===== config.mk =====
export PLATFORM = sky130hd
export DESIGN_NAME = ram_test_sequencer
export DESIGN_NICKNAME = d
export VERILOG_FILES = /design/src/rtl/ram_test_pkg.sv /design/src/rtl/ram_test_pattern_gen.sv /design/src/rtl/ram_test_sequencer.sv
export SDC_FILE = /design/constraint.sdc
export NUM_CORES = 1
export LEC_CHECK = 0
export ABC_CLOCK_PERIOD_IN_PS = 1900
export CORE_MARGIN = 2
export CORE_UTILIZATION = 40
export CTS_CLUSTER_DIAMETER = 50
export DETAILED_ROUTE_END_ITERATION = 8
export PLACE_DENSITY = 0.79
export SKIP_CTS_REPAIR_TIMING = 1
export SLEW_MARGIN = 10
export SYNTH_ARGS = -nofsm -noshare
export SYNTH_HDL_FRONTEND = slang
export SYNTH_SLANG_ARGS = --single-unit

===== constraint.sdc =====
create_clock -name CLK_SYS -period 1.9 [get_ports CLK_SYS]
set_clock_uncertainty 0.15 [all_clocks]
set_input_delay 0.285 -clock CLK_SYS [delete_from_list [all_inputs] [get_ports CLK_SYS]]
set_output_delay 0.285 -clock CLK_SYS [all_outputs]
set_load 0.01 [all_outputs]

===== src/rtl/ram_test_pkg.sv =====
// ram_test_pkg: shared FSM state encoding and pattern code constants
package ram_test_pkg;
  typedef enum logic [2:0] {s_idle, s_write, s_read, s_drain, s_done} state_t;
  localparam logic [1:0] pat_addr = 2'd0;
  localparam logic [1:0] pat_inv = 2'd1;
  localparam logic [1:0] pat_check = 2'd2;
  localparam logic [1:0] pat_stripe = 2'd3;
endpackage


===== src/rtl/ram_test_pattern_gen.sv =====
// ram_test_pattern_gen: combinational test word for an address and pattern code
module ram_test_pattern_gen import ram_test_pkg::*; #(
  parameter int BITWIDTH_IN = 12,
  parameter int BITWIDTH_SYS = 16,
  parameter int BITWIDTH_ADR = 6
) (
  input logic [BITWIDTH_ADR-1:0] adr,
  input logic [1:0] code,
  output logic [BITWIDTH_SYS-1:0] word
);
  localparam int sh = BITWIDTH_SYS - BITWIDTH_IN;
  localparam logic [BITWIDTH_SYS-1:0] msk = {BITWIDTH_SYS{1'b1}} << sh;
  localparam logic [BITWIDTH_SYS-1:0] alt = BITWIDTH_SYS'({BITWIDTH_SYS{2'b10}});
  logic [BITWIDTH_SYS-1:0] w0;
  always_comb begin
    w0 = BITWIDTH_SYS'(BITWIDTH_IN'(adr)) << sh;
    word = code == pat_addr ? w0 :
           code == pat_inv ? ~w0 & msk :
           code == pat_check ? (adr[0] ? ~alt : alt) & msk :
           adr[0] ? '0 : msk;
  end
endmodule


===== src/rtl/ram_test_sequencer.sv =====
// ram_test_sequencer: writes a pattern to a RAM, reads it back and counts mismatches
module ram_test_sequencer import ram_test_pkg::*; #(
  parameter int BITWIDTH_IN = 12,
  parameter int BITWIDTH_SYS = 16,
  parameter int BITWIDTH_ADR = 6
) (
  input logic CLK_SYS,
  input logic RSTN,
  input logic START,
  input logic [1:0] PATTERN,
  output logic RAM_EN,
  output logic RAM_TRGG,
  output logic RAM_RNW,
  output logic [BITWIDTH_ADR-1:0] RAM_ADR,
  output logic [BITWIDTH_SYS-1:0] RAM_DIN,
  input logic [BITWIDTH_SYS-1:0] RAM_DOUT,
  input logic RAM_RDY,
  output logic BUSY,
  output logic DONE,
  output logic [BITWIDTH_ADR:0] ERR_CNT,
  output logic [BITWIDTH_ADR-1:0] FIRST_ERR_ADR,
  output logic ERR_FLAG
);
  localparam logic [BITWIDTH_SYS-1:0] msk = {BITWIDTH_SYS{1'b1}} << (BITWIDTH_SYS - BITWIDTH_IN);
  state_t st, st_nx;
  logic [BITWIDTH_ADR-1:0] a, exp_adr;
  logic [BITWIDTH_SYS-1:0] pat, exp_w;
  logic [1:0] code;
  logic rv, go, wr, rd, mis;
  ram_test_pattern_gen #(
    .BITWIDTH_IN(BITWIDTH_IN),
    .BITWIDTH_SYS(BITWIDTH_SYS),
    .BITWIDTH_ADR(BITWIDTH_ADR)
  ) u_pat (
    .adr(a),
    .code(code),
    .word(pat)
  );
  always_ff @(posedge CLK_SYS)
    st <= RSTN ? st_nx : s_idle;
  always_comb begin
    go = START && (st == s_idle || st == s_done);
    wr = st == s_write && RAM_RDY;
    rd = st == s_read && RAM_RDY;
    mis = rv && |((RAM_DOUT ^ exp_w) & msk);
    st_nx = go ? s_write :
            (wr && &a) ? s_read :
            (rd && &a) ? s_drain :
            st == s_drain ? s_done : st;
    RAM_EN = wr || rd;
    RAM_TRGG = wr;
    RAM_RNW = wr;
    RAM_ADR = a;
    RAM_DIN = wr ? pat : '0;
    BUSY = st == s_write || st == s_read || st == s_drain;
    DONE = st == s_done;
  end
  always_ff @(posedge CLK_SYS) begin
    if (!RSTN) begin
      a <= '0;
      code <= '0;
      rv <= 1'b0;
      exp_w <= '0;
      exp_adr <= '0;
      ERR_CNT <= '0;
      FIRST_ERR_ADR <= '0;
      ERR_FLAG <= 1'b0;
    end else begin
      rv <= rd;
      exp_w <= pat;
      exp_adr <= a;
      if (go) begin
        a <= '0;
        code <= PATTERN;
        ERR_CNT <= '0;
        FIRST_ERR_ADR <= '0;
        ERR_FLAG <= 1'b0;
      end else begin
        if (wr || rd) a <= a + 1'b1;
        if (mis) begin
          ERR_CNT <= &ERR_CNT ? ERR_CNT : ERR_CNT + 1'b1;
          ERR_FLAG <= 1'b1;
          if (!ERR_FLAG) FIRST_ERR_ADR <= exp_adr;
        end
      end
    end
  end
endmodule


**Word-level counts from Yosys, hierarchy flattened**

Index checks and enable logic that the tools add are counted.

- Register bits: 48
- Bits of input ports: 22
- Output and inout port bits: 41
- Word-level logic and storage cells: 55

- Add/subtract/negate cells: 2
- Equality and inequality tests: 6
- Mux-type cells: 10
- Bitwise gates (word level): 5
- Reductions and logical operators: 21

Operators with widths:

| cell | count |
|---|---|
| 2-to-1 mux 16 bit | 6 |
| NOT 10 -> 16 bit | 1 |
| XOR 16 bit | 1 |
| OR reduction 12 bit | 1 |
| adder 7 x 1 -> 7 bit, second input constant | 1 |
| AND reduction 7 bit | 1 |
| adder 6 x 1 -> 6 bit, second input constant | 1 |
| equality test 3 x 2 -> 1 bit, second input constant | 2 |
| logical AND 1 bit | 6 |
| 2-to-1 mux 2 bit | 3 |
| AND reduction 6 bit | 1 |
| logical OR 1 bit | 4 |
| AND reduction 2 bit | 2 |
| nonzero test 4 bit | 1 |
| OR reduction 4 bit | 1 |
| equality test 3 x 1 -> 1 bit, second input constant | 1 |
| equality test 3 bit, second input constant | 1 |
| zero test 3 bit | 1 |
| NOT 1 bit | 3 |
| nonzero test 3 bit | 1 |
| equality test 2 x 1 -> 1 bit, second input constant | 1 |
| equality test 2 bit, second input constant | 1 |
| zero test 2 bit | 1 |
| OR reduction 2 bit | 1 |
| 2-to-1 mux 1 bit | 1 |

**Depth between registers and ports, before layout**

Gate-level depths: netlist of run 1.

- Depth after elaboration: 6
- Depth in mapped cells: 6

**Modules after synthesis**

From an unflattened synthesis of run 1, not the netlist that was laid out.

- Cell total of the unflattened synthesis: 233
- Area, all modules: 2,115.8 um^2

Modules (own cells, without submodules):

| module | times used | cells each | area an instance (um^2) | sequential area each (um^2) |
|---|---|---|---|---|
| ram_test_sequencer | 1 | 208 | 1,914.3 | 880.8 |
| ram_test_pattern_gen | 1 | 25 | 201.4 | 0.0 |

**Least setup slack after synthesis of run 1**

OpenSTA, ideal clock, no wires.

- Path type: reg-to-output
- From: register st[0]
- To: output port RAM_DIN[13]
- Arrival time: 1,582 ps
- Slack: -117 ps
- Cell stages (with the launch flop): 6
- Cell sequence: dfxtp_1 -> clkbuf_1 -> or3b_2 -> clkbuf_1 -> nor2_1 -> buf_4

- Cells in the longest elaborated chain, start to end: 3

Ends and longest elaborated chain:

| element | line | text |
|---|---|---|
| from (decl) | ram_test_sequencer.sv:25 | `state_t st, st_nx;` |
| from (signal assigned) | ram_test_sequencer.sv:40 | `st <= RSTN ? st_nx : s_idle;` |
| equality test 3 x 1 -> 1 bit | ram_test_sequencer.sv:43 | `wr = st == s_write && RAM_RDY;` |
| logical AND 1 bit | ram_test_sequencer.sv:43 |  |
| 2-to-1 mux 16 bit | ram_test_sequencer.sv:54 | `RAM_DIN = wr ? pat : '0;` |
| to (decl) | ram_test_sequencer.sv:15 | `output logic [BITWIDTH_SYS-1:0] RAM_DIN,` |

No other way between the ends.

**Worst setup path after layout of run 1**

- From: register st[2]
- To: output port RAM_DIN[15]

The elaborated chain is that of the path after synthesis.

==> results of run 1 <==
==> layer usage <==
metal  vias to the layer above  wire, um  track usage  part of all wire
met5                         -         0            0                 0
met4                         0        25       0.0356            0.0056
met3                         4       321       0.0577             0.072
met2                        66      2220        0.291              0.50
met1                       807      1910        0.181              0.43
li1                        861         -            -                 -
==> Yosys cell counts (all sizes together), types with 4 or more instances <==
master	instances	share of area
and2	7	0.024
and3	5	0.017
dfxtp	40	0.44
a21oi	9	0.027
nor2	34	0.070
inv	7	0.014
xnor2	4	0.019
nand3	13	0.036
clkbuf	8	0.016
mux2i	4	0.022
xor2	16	0.077
o21ai	11	0.030
nand2	18	0.037
nand4	6	0.020
buf	12	0.048
==> report_power, final <==
| part | leakage (nW) | internal, mW | switching [mW] |
|---|---|---|---|
| sequential | 0.325 | 0.853 | 0.0127 |
| combinational | 0.867 | 0.110 | 0.107 |
| clock | 0.0548 | 0.395 | 0.302 |
==> state kept, by name (all words and copies together), names as in the netlist <==
signal / count
ERR_CNT: 7
ERR_FLAG: 1
FIRST_ERR_ADR: 6
RAM_ADR: 6
code: 2
exp_adr: 6
exp_w: 8
rv: 1
st: 3
==> cells by family (layout without fill, tap and decap cells) <==
logic type / Yosys count / after routing
simple gates: 93 / 94
flops: 40 / 40
buf+inv: 27 / 99
mux: 4 / 4
compound gates: 30 / 30
other cells: 1 / 4
fa+ha+maj: 2 / 2
xor+xnor: 20 / 20
==> layout make-up <==
cell class              instances  area [um2]  area share
clock inverters                 3        46.3      0.0167
repair buffers                 84         761       0.274
well taps                      52        65.1      0.0234
flip-flops and latches         40         805       0.290
multi-input cells             154        1000       0.362
clock buffers                   5        68.8      0.0248
inverters                       7        26.3     0.00946
==> through the flow <==
stage	setup TNS, ps	total power [mW]	cells	utilization
6_report	-332	1.78	345	0.633
3_3_place_gp	-14290	1.08	333	0.579
2_1_floorplan	0	0.982	220	-
4_1_cts	-10970	1.78	341	0.605
3_5_place_dp	-15020	1.09	333	0.579
5_1_grt	-1060	1.85	345	0.633
==> worst min-delay path by stage <==
stage                     from          endpoint  slack [ps]  cells after the start
floorplan                 RSTN        exp_adr[1]         260                      1
global placement    exp_adr[0]  FIRST_ERR_ADR[0]         280                      2
detailed placement  exp_adr[5]  FIRST_ERR_ADR[5]         280                      2
CTS                 exp_adr[5]  FIRST_ERR_ADR[5]         290                      2
global route        exp_adr[3]  FIRST_ERR_ADR[3]         310                      2
finish              exp_adr[3]  FIRST_ERR_ADR[3]         300                      2
==> worst register-to-register path, stage by stage (launching register included) <==
cell and delay, ps:
sky130_fd_sc_hd__dfxtp_2 320, sky130_fd_sc_hd__or4_4 510, sky130_fd_sc_hd__a211oi_4 280, sky130_fd_sc_hd__a31oi_1 140, sky130_fd_sc_hd__buf_4 180, sky130_fd_sc_hd__a21o_1 150, sky130_fd_sc_hd__a21oi_1 120
==> impl_metrics.py, run 1 <==
metrics = {
    "route": {
        "post-route-drc-count": 0,
        "initial_drt_pass_iterations": 5,
        "route.final.wire_length_um": 4480,
        "dr.first_iter.drc_count": 58,
        "vias_per_cell": 5.04,
        "route.vias.total": 1738,
        "route.antenna.remaining_nets": 0,
        "avgRoutedWirePerCell_um": 13.0,
    },
    "floorplan": {
        "die_area_mm2": 0.00514,
        "placementRows": 24,
        "die-height_um": 71.7,
        "placeableCoreArea_mm2": 0.00438,
        "io_pins": 63,
        "initial_utilization": 0.418,
        "die_width_um": 71.7,
    },
    "logic_synthesis": {
        "synth-compound-area-share": 0.105,
        "seq_area_frac_synth": 0.437,
        "synthArstFlopShare": 0,
        "syn_area_per_cell_um2": 8.44,
        "yosys_warnings": 0,
        "syn-instance-count": 217,
        "yosys.area_share.simple": 0.247,
        "post_synth_xor_area_fraction": 0.0956,
        "ys.flop_type": "sky130_fd_sc_hd__dfxtp_1",
        "main_combinational_cell_family_by_area_after_synthesis": "simple AND/OR/NAND/NOR gates",
        "syn_area_mm2": 0.00183,
        "synth.distinct_cells": 37,
        "yosys_reg_bits": 40,
        "synth.area.mux_share": 0.0219,
        "synth_fa_ha_area_frac": 0.0137,
        "number_of_enable_type_register_cells_in_the_synthesized_netlist": 0,
    },
    "critical_path": {
        "timing.critical_path.fanout_max": 5,
        "timing.reg2reg.worst_path_depth": 6,
        "path_cells": "nand2b_4 > or3b_4 > nor2_4 > buf_6",
        "worstSetupPathDepth": 4,
        "cpPeakStageDelay_ps": 460,
        "endpoint_kind": "output port",
        "crit_arrival_ps": 1530,
        "critical_path.n_buffers_inverters": 1,
        "cpLargestDelayFamily": "simple AND/OR/NAND/NOR gates",
        "slowest_stage_cell_on_the_critical_path": "sky130_fd_sc_hd__or3b_4",
        "criticalPathCategory": "register to output port",
        "cp.required_ps": 1460,
        "r2r-end": "ERR_CNT[2]",
        "crit_path_start": "st[2]",
        "critical_path.startpoint_type": "register",
        "r2r-start": "exp_w[13]",
        "crit_path_end": "RAM_DIN[15]",
        "timing.reg2reg.setup_slack_ps": -20,
    },
    "sta": {
        "period_utilisation_layout": 1.03,
        "finalWorstSetupSlack_ps": -66.4,
        "hold_violations": 0,
        "hold-worst-slack_ps": 295,
        "final.min_clock_period_ps": 1970,
        "max_frequency_mhz": 509,
        "unrepaired_setup_endpoints_after_global_routing": "true",
        "report.final.slew_viol_count": 0,
        "finalSetupViolCount": 10,
    },
    "final_layout": {
        "area_growth_syn_to_layout_pct": 51.6,
        "insertedDiodeCount": 0,
        "final_common_cell": "sky130_fd_sc_hd__dfxtp_1",
        "most-common-layout-cells": "37 x sky130_fd_sc_hd__dfxtp_1, 33 x sky130_fd_sc_hd__clkdlybuf4s50_1, 29 x sky130_fd_sc_hd__nor2_1",
        "share_of_post_route_cells_with_drive_strength_above_1": 0.256,
        "fillerInstances": 381,
        "num-nets-final": 316,
        "design_area_mm2": 0.00278,
    },
    "clock_tree": {
        "clk_pin_slew_ps": 80,
        "cts.htree.levels": 2,
        "clock_sinks": 40,
        "clock_latency_ps": 290,
        "cts_inserted_buffers": 5,
        "cts_max_path_buffers": 2,
        "clock_tree_from_tritoncts": "built",
        "cts-root-buf": "sky130_fd_sc_hd__clkbuf_8",
    },
    "run": {
        "maxCapViolations": 0,
    },
    "power": {
        "vdd_ir_drop_max_mv": 0.467,
        "power-per-cell-area_mw_per_mm2": 641,
        "p_leak_nw": 1.25,
    },
    "global_routing": {
        "first_global_vias": 1580,
        "grt_remaining_overflow": 0,
        "grt_start_max_net_pins": 18,
        "global_route.usage.total": 0.161,
        "grt_first_pass_wirelength_um": 6630,
        "grt_antenna_before_repair": 0,
    },
    "placement": {
        "post_dp_cell_area_mm2": 0.00254,
        "routabilityCongestion": 0.843,
        "io_buffer_count": 54,
        "placement.setup.worst_slack_ps": -670,
        "dp.final_hpwl_um": 3170,
    },
    "status": {
        "failing_checks": "setup timing",
        "run_status": "finished, violations left",
    },
    "worst_hold_path": {
        "hp-class": "register to register",
    },
}
Power figures use the tool's default switching activity.
==> run 2: changes to the inputs <==
CORE_MARGIN = default   (was 2)
RECOVER_POWER = 25   (was default)
==> run 2 against run 1 <==
Global-route usage increased by 1.4 points. Highest routed layer unchanged. Register-to-register slack about the same. Largest power group unchanged. Non-clock buffer count increased by 1. Via count about the same. The flow still finishes with violations (setup timing). Final cell count increased by 0.29%. Clock-buffer cell count increased by 1. Critical endpoint is now RAM_DIN[10]. Routed wire length increased by 1.9%. First-iteration DRC count decreased by 6.9%.
==> impl_metrics.py, run 2 (same netlist as run 1, synthesis figures left out) <==
metrics = {
    "clock_tree": {
        "clock_latency_ps": 290,
        "clk_pin_slew_ps": 80,
        "clock_tree_from_tritoncts": "built",
        "cts.htree.levels": 2,
        "cts_inserted_buffers": 5,
        "clock_sinks": 40,
        "cts-root-buf": "sky130_fd_sc_hd__clkbuf_8",
        "cts_max_path_buffers": 2,
    },
    "placement": {
        "placement.setup.worst_slack_ps": -659,
        "dp.final_hpwl_um": 3210,
        "post_dp_cell_area_mm2": 0.00257,
        "io_buffer_count": 54,
        "routabilityCongestion": 0.806,
    },
    "route": {
        "initial_drt_pass_iterations": 4,
        "dr.first_iter.drc_count": 54,
        "route.antenna.remaining_nets": 0,
        "route.vias.total": 1737,
        "avgRoutedWirePerCell_um": 13.2,
        "route.final.wire_length_um": 4560,
        "vias_per_cell": 5.02,
        "post-route-drc-count": 0,
    },
    "global_routing": {
        "global_route.usage.total": 0.176,
        "grt_remaining_overflow": 0,
        "grt_first_pass_wirelength_um": 6870,
        "grt_antenna_before_repair": 0,
        "grt_start_max_net_pins": 18,
        "first_global_vias": 1570,
    },
    "worst_hold_path": {
        "hold-path-endpoint": "FIRST_ERR_ADR[3]",
        "hp-class": "register to register",
        "min_delay_path_depth": 2,
        "worstHoldStart": "FIRST_ERR_ADR[3]",
    },
    "floorplan": {
        "placeableCoreArea_mm2": 0.00438,
        "die-height_um": 69.7,
        "io_pins": 63,
        "placementRows": 24,
        "initial_utilization": 0.418,
        "die_area_mm2": 0.00485,
        "die_width_um": 69.7,
    },
    "final_layout": {
        "largest_reg_flops": 8,
        "final_common_cell": "sky130_fd_sc_hd__dfxtp_1",
        "top_register": "exp_w",
        "biggestRegsByFlops": "exp_w x8, ERR_CNT x7",
        "insertedDiodeCount": 0,
        "num-nets-final": 317,
        "most-common-layout-cells": "37 x sky130_fd_sc_hd__dfxtp_1, 32 x sky130_fd_sc_hd__clkdlybuf4s50_1, 28 x sky130_fd_sc_hd__nor2_1",
        "post-route-util": 0.641,
        "area_growth_syn_to_layout_pct": 53.5,
        "share_of_post_route_cells_with_drive_strength_above_1": 0.279,
        "fillerInstances": 377,
        "design_area_mm2": 0.00281,
    },
    "critical_path": {
        "cp.required_ps": 1460,
        "criticalPathCategory": "register to output port",
        "crit_path_start": "st[2]",
        "timing.reg2reg.setup_slack_ps": -30,
        "r2r-end": "ERR_CNT[4]",
        "cpPeakStageDelay_ps": 440,
        "worstSetupPathDepth": 4,
        "timing.critical_path.fanout_max": 4,
        "cpLargestDelayFamily": "simple AND/OR/NAND/NOR gates",
        "crit_arrival_ps": 1500,
        "critical_path.startpoint_type": "register",
        "slowest_stage_cell_on_the_critical_path": "sky130_fd_sc_hd__or3b_4",
        "path_cells": "nand2b_4 > or3b_4 > nor2_4 > clkbuf_2",
        "critical_path.n_buffers_inverters": 1,
        "endpoint_kind": "output port",
        "timing.reg2reg.worst_path_depth": 6,
        "r2r-start": "exp_w[13]",
    },
    "power": {
        "p_leak_nw": 1.22,
        "power-per-cell-area_mw_per_mm2": 629,
        "totalPowerFinal_mw": 1.77,
        "vdd_ir_drop_max_mv": 0.365,
    },
    "sta": {
        "report.final.slew_viol_count": 0,
        "period_utilisation_layout": 1.02,
        "finalSetupTns_ps": -170,
        "unrepaired_setup_endpoints_after_global_routing": "true",
        "finalSetupViolCount": 9,
        "maxSlewHeadroom": 0.654,
        "final.min_clock_period_ps": 1940,
        "max_frequency_mhz": 516,
        "worst_pin_slew_ps": 519,
        "finalWorstSetupSlack_ps": -39.2,
        "hold_violations": 0,
    },
    "status": {
        "failing_checks": "setup timing",
        "run_status": "finished, violations left",
    },
    "run": {
        "maxCapViolations": 0,
    },
}
[run 2: changes by cell type in the layout (fill, tap and decap cells not counted), moves of 2 or more]
cell,delta
sky130_fd_sc_hd__and2_0,+3
sky130_fd_sc_hd__and2_1,-3
sky130_fd_sc_hd__buf_4,-3
sky130_fd_sc_hd__clkbuf_1,+3
sky130_fd_sc_hd__buf_12,+2
sky130_fd_sc_hd__dlymetal6s2s_1,-2
[run 2: report_power, final]
part           leakage [nW]  total, mW  switching [mW]  internal [mW]
logic                 0.839      0.230           0.114          0.117
clock network        0.0552      0.673           0.284          0.390
registers             0.325      0.863          0.0102          0.853
[run 2: how the worst max path moves through the flow]
stage,end
finish,RAM_DIN[10]
global route,ERR_CNT[2]
detailed placement,RAM_DIN[15]
global placement,RAM_DIN[13]
floorplan,RAM_DIN[12]
CTS,RAM_DIN[6]
[run 2: worst min-delay path, stage by stage (launching register included)]
cell	delay [ps]
sky130_fd_sc_hd__dfxtp_1	310
sky130_fd_sc_hd__nand2_1	50
sky130_fd_sc_hd__o21ai_1	50
[run 2: layout make-up]
type                    count  area [um2]  area share
clock buffers               6        72.6      0.0258
clock inverters             2        35.0      0.0125
inverters                   7        26.3     0.00935
multi-input cells         154        1040       0.369
flip-flops and latches     40         805       0.286
well taps                  52        65.1      0.0231
repair buffers             85         771       0.274
[run 2: routing by layer]
layer  global-route usage  vias up  share of wire
li1                     -      869              -
met4               0.0578        0          0.012
met5                    0        -              0
met3               0.0451        6          0.067
met2                0.311       63           0.50
met1                0.206      799           0.42
[run 2: through the flow]
stage / cells / hold WS, ps
2_1_floorplan: 220 / 262
5_1_grt: 346 / 315
4_1_cts: 342 / 297
3_3_place_gp: 334 / 282
6_report: 346 / 301
3_5_place_dp: 334 / 285
==> run 3: changes to the inputs <==
CTS_CLUSTER_DIAMETER = default   (was 50)
==> results of run 3 <==
No change in the layout: final DEF, timing and power equal those of run 2.
==> edit: new RTL, flow settings as in run 2 <==
Re-encode `state_t` (5 states) as Gray code, 3 bits wide.
--- a/src/rtl/ram_test_pkg.sv
+++ b/src/rtl/ram_test_pkg.sv
@@ -1,6 +1,6 @@
 // ram_test_pkg: shared FSM state encoding and pattern code constants
 package ram_test_pkg;
-  typedef enum logic [2:0] {s_idle, s_write, s_read, s_drain, s_done} state_t;
+  typedef enum logic [2:0] {s_idle = 3'b000, s_write = 3'b001, s_read = 3'b011, s_drain = 3'b010, s_done = 3'b110} state_t;
   localparam logic [1:0] pat_addr = 2'd0;
   localparam logic [1:0] pat_inv = 2'd1;
   localparam logic [1:0] pat_check = 2'd2;
Behaviour: same outputs for any inputs over 10 cycles, from zero or initial values and one cycle with RSTN low; not proved beyond that.
==> edit against run 2 <==
The flow still finishes with violations (negative setup slack); count of clock-buffer cells in the layout increased by 2; largest power group unchanged; cell area increased by 2.0%; total power decreased by 6.9%; synthesized area increased by 1.5%; routed wire length decreased by 6.5%; critical endpoint is now ERR_CNT[5]; sequential cell count unchanged; via count decreased by 4.4%; setup slack got worse by 0.056 ns.
==> edit: results <==
[worst_setup_path]
critPathMaxStageDelay_ns = 0.52
crit_path_top_delay_cell = sky130_fd_sc_hd__or4_4
worstPathArrival_ns = 2.03
crit_start = exp_w[13]
worstSetupPathType = flip-flop to flip-flop
worst-r2r-cell-count = 5

[drt]
wl_met1_um = 1790
routed-wl-met3_um = 222
routed_wl_um = 4270
avgViaCountPerCell = 4.91
detailedRoute.firstIterationViolations = 51
dr_wl_met2_um = 2190

[hold_path]
min_from = FIRST_ERR_ADR[0]
hold_end = FIRST_ERR_ADR[0]

[global_routing]
first_global_vias = 1539
grt_first_pass_wirelength_um = 6600
pin_count_of_the_biggest_net_entering_global_routing = 22

[finish]
fill_cells = 365
finalNetCount = 309

[timing]
finalSetupViolations = 11
final_ws_setup_ns = -0.0949

[place]
placed_cells = 327
dp_hpwl_um = 3030
worst_setup_slack_after_placement_ns = -0.534

[logic_synthesis]
syn-instance-count = 209
post_synth_fa_ha_maj_area_fraction_pct = 1.35
netlist_top_cells_count = sky130_fd_sc_hd__dfxtp_1 (40), sky130_fd_sc_hd__nor2_1 (35), sky130_fd_sc_hd__nand2_1 (18), sky130_fd_sc_hd__xor2_1 (16), sky130_fd_sc_hd__buf_4 (10)

[pwr]
clock_power_uw = 565
intPower_uw = 1260
power_sequential_uw = 868
max-vdd-ir-drop_v = 0.000478
power.share.sequential_pct = 52.8

[status]
outcome = finished, violations left
violations = negative setup slack
[edit: per-layer routing]
layer / track usage [%] / up-vias
met2: 29.3 / 45
met4: 6.89 / 0
li1: - / 836
met5: 0 / -
met3: 5.19 / 7
met1: 19.0 / 772
[edit: layout make-up]
| class | count | area (um^2) | area share [%] |
|---|---|---|---|
| Inverter | 8 | 30.0 | 1.05 |
| Clock buffer | 8 | 90.1 | 3.14 |
| Tap cell | 52 | 65.1 | 2.27 |
| Sequential cell | 40 | 808 | 28.2 |
| Multi-Input combinational cell | 145 | 1030 | 36.1 |
| Timing Repair Buffer | 85 | 838 | 29.2 |
[edit: per-stage QoR]
step | TNS (ns) | instance area, um^2
5_1_grt | -1.18 | 2870
6_report | -0.328 | 2870
2_1_floorplan | 0 | 1870
4_1_cts | -8.80 | 2700
3_3_place_gp | -12.47 | 2610
3_5_place_dp | -12.98 | 2610
[edit: critical path: cells and delay by family, from the launching register on]
kind | cells | cell delay (ns)
compound gates | 3 | 0.71
simple gates | 2 | 0.71
flops | 1 | 0.32
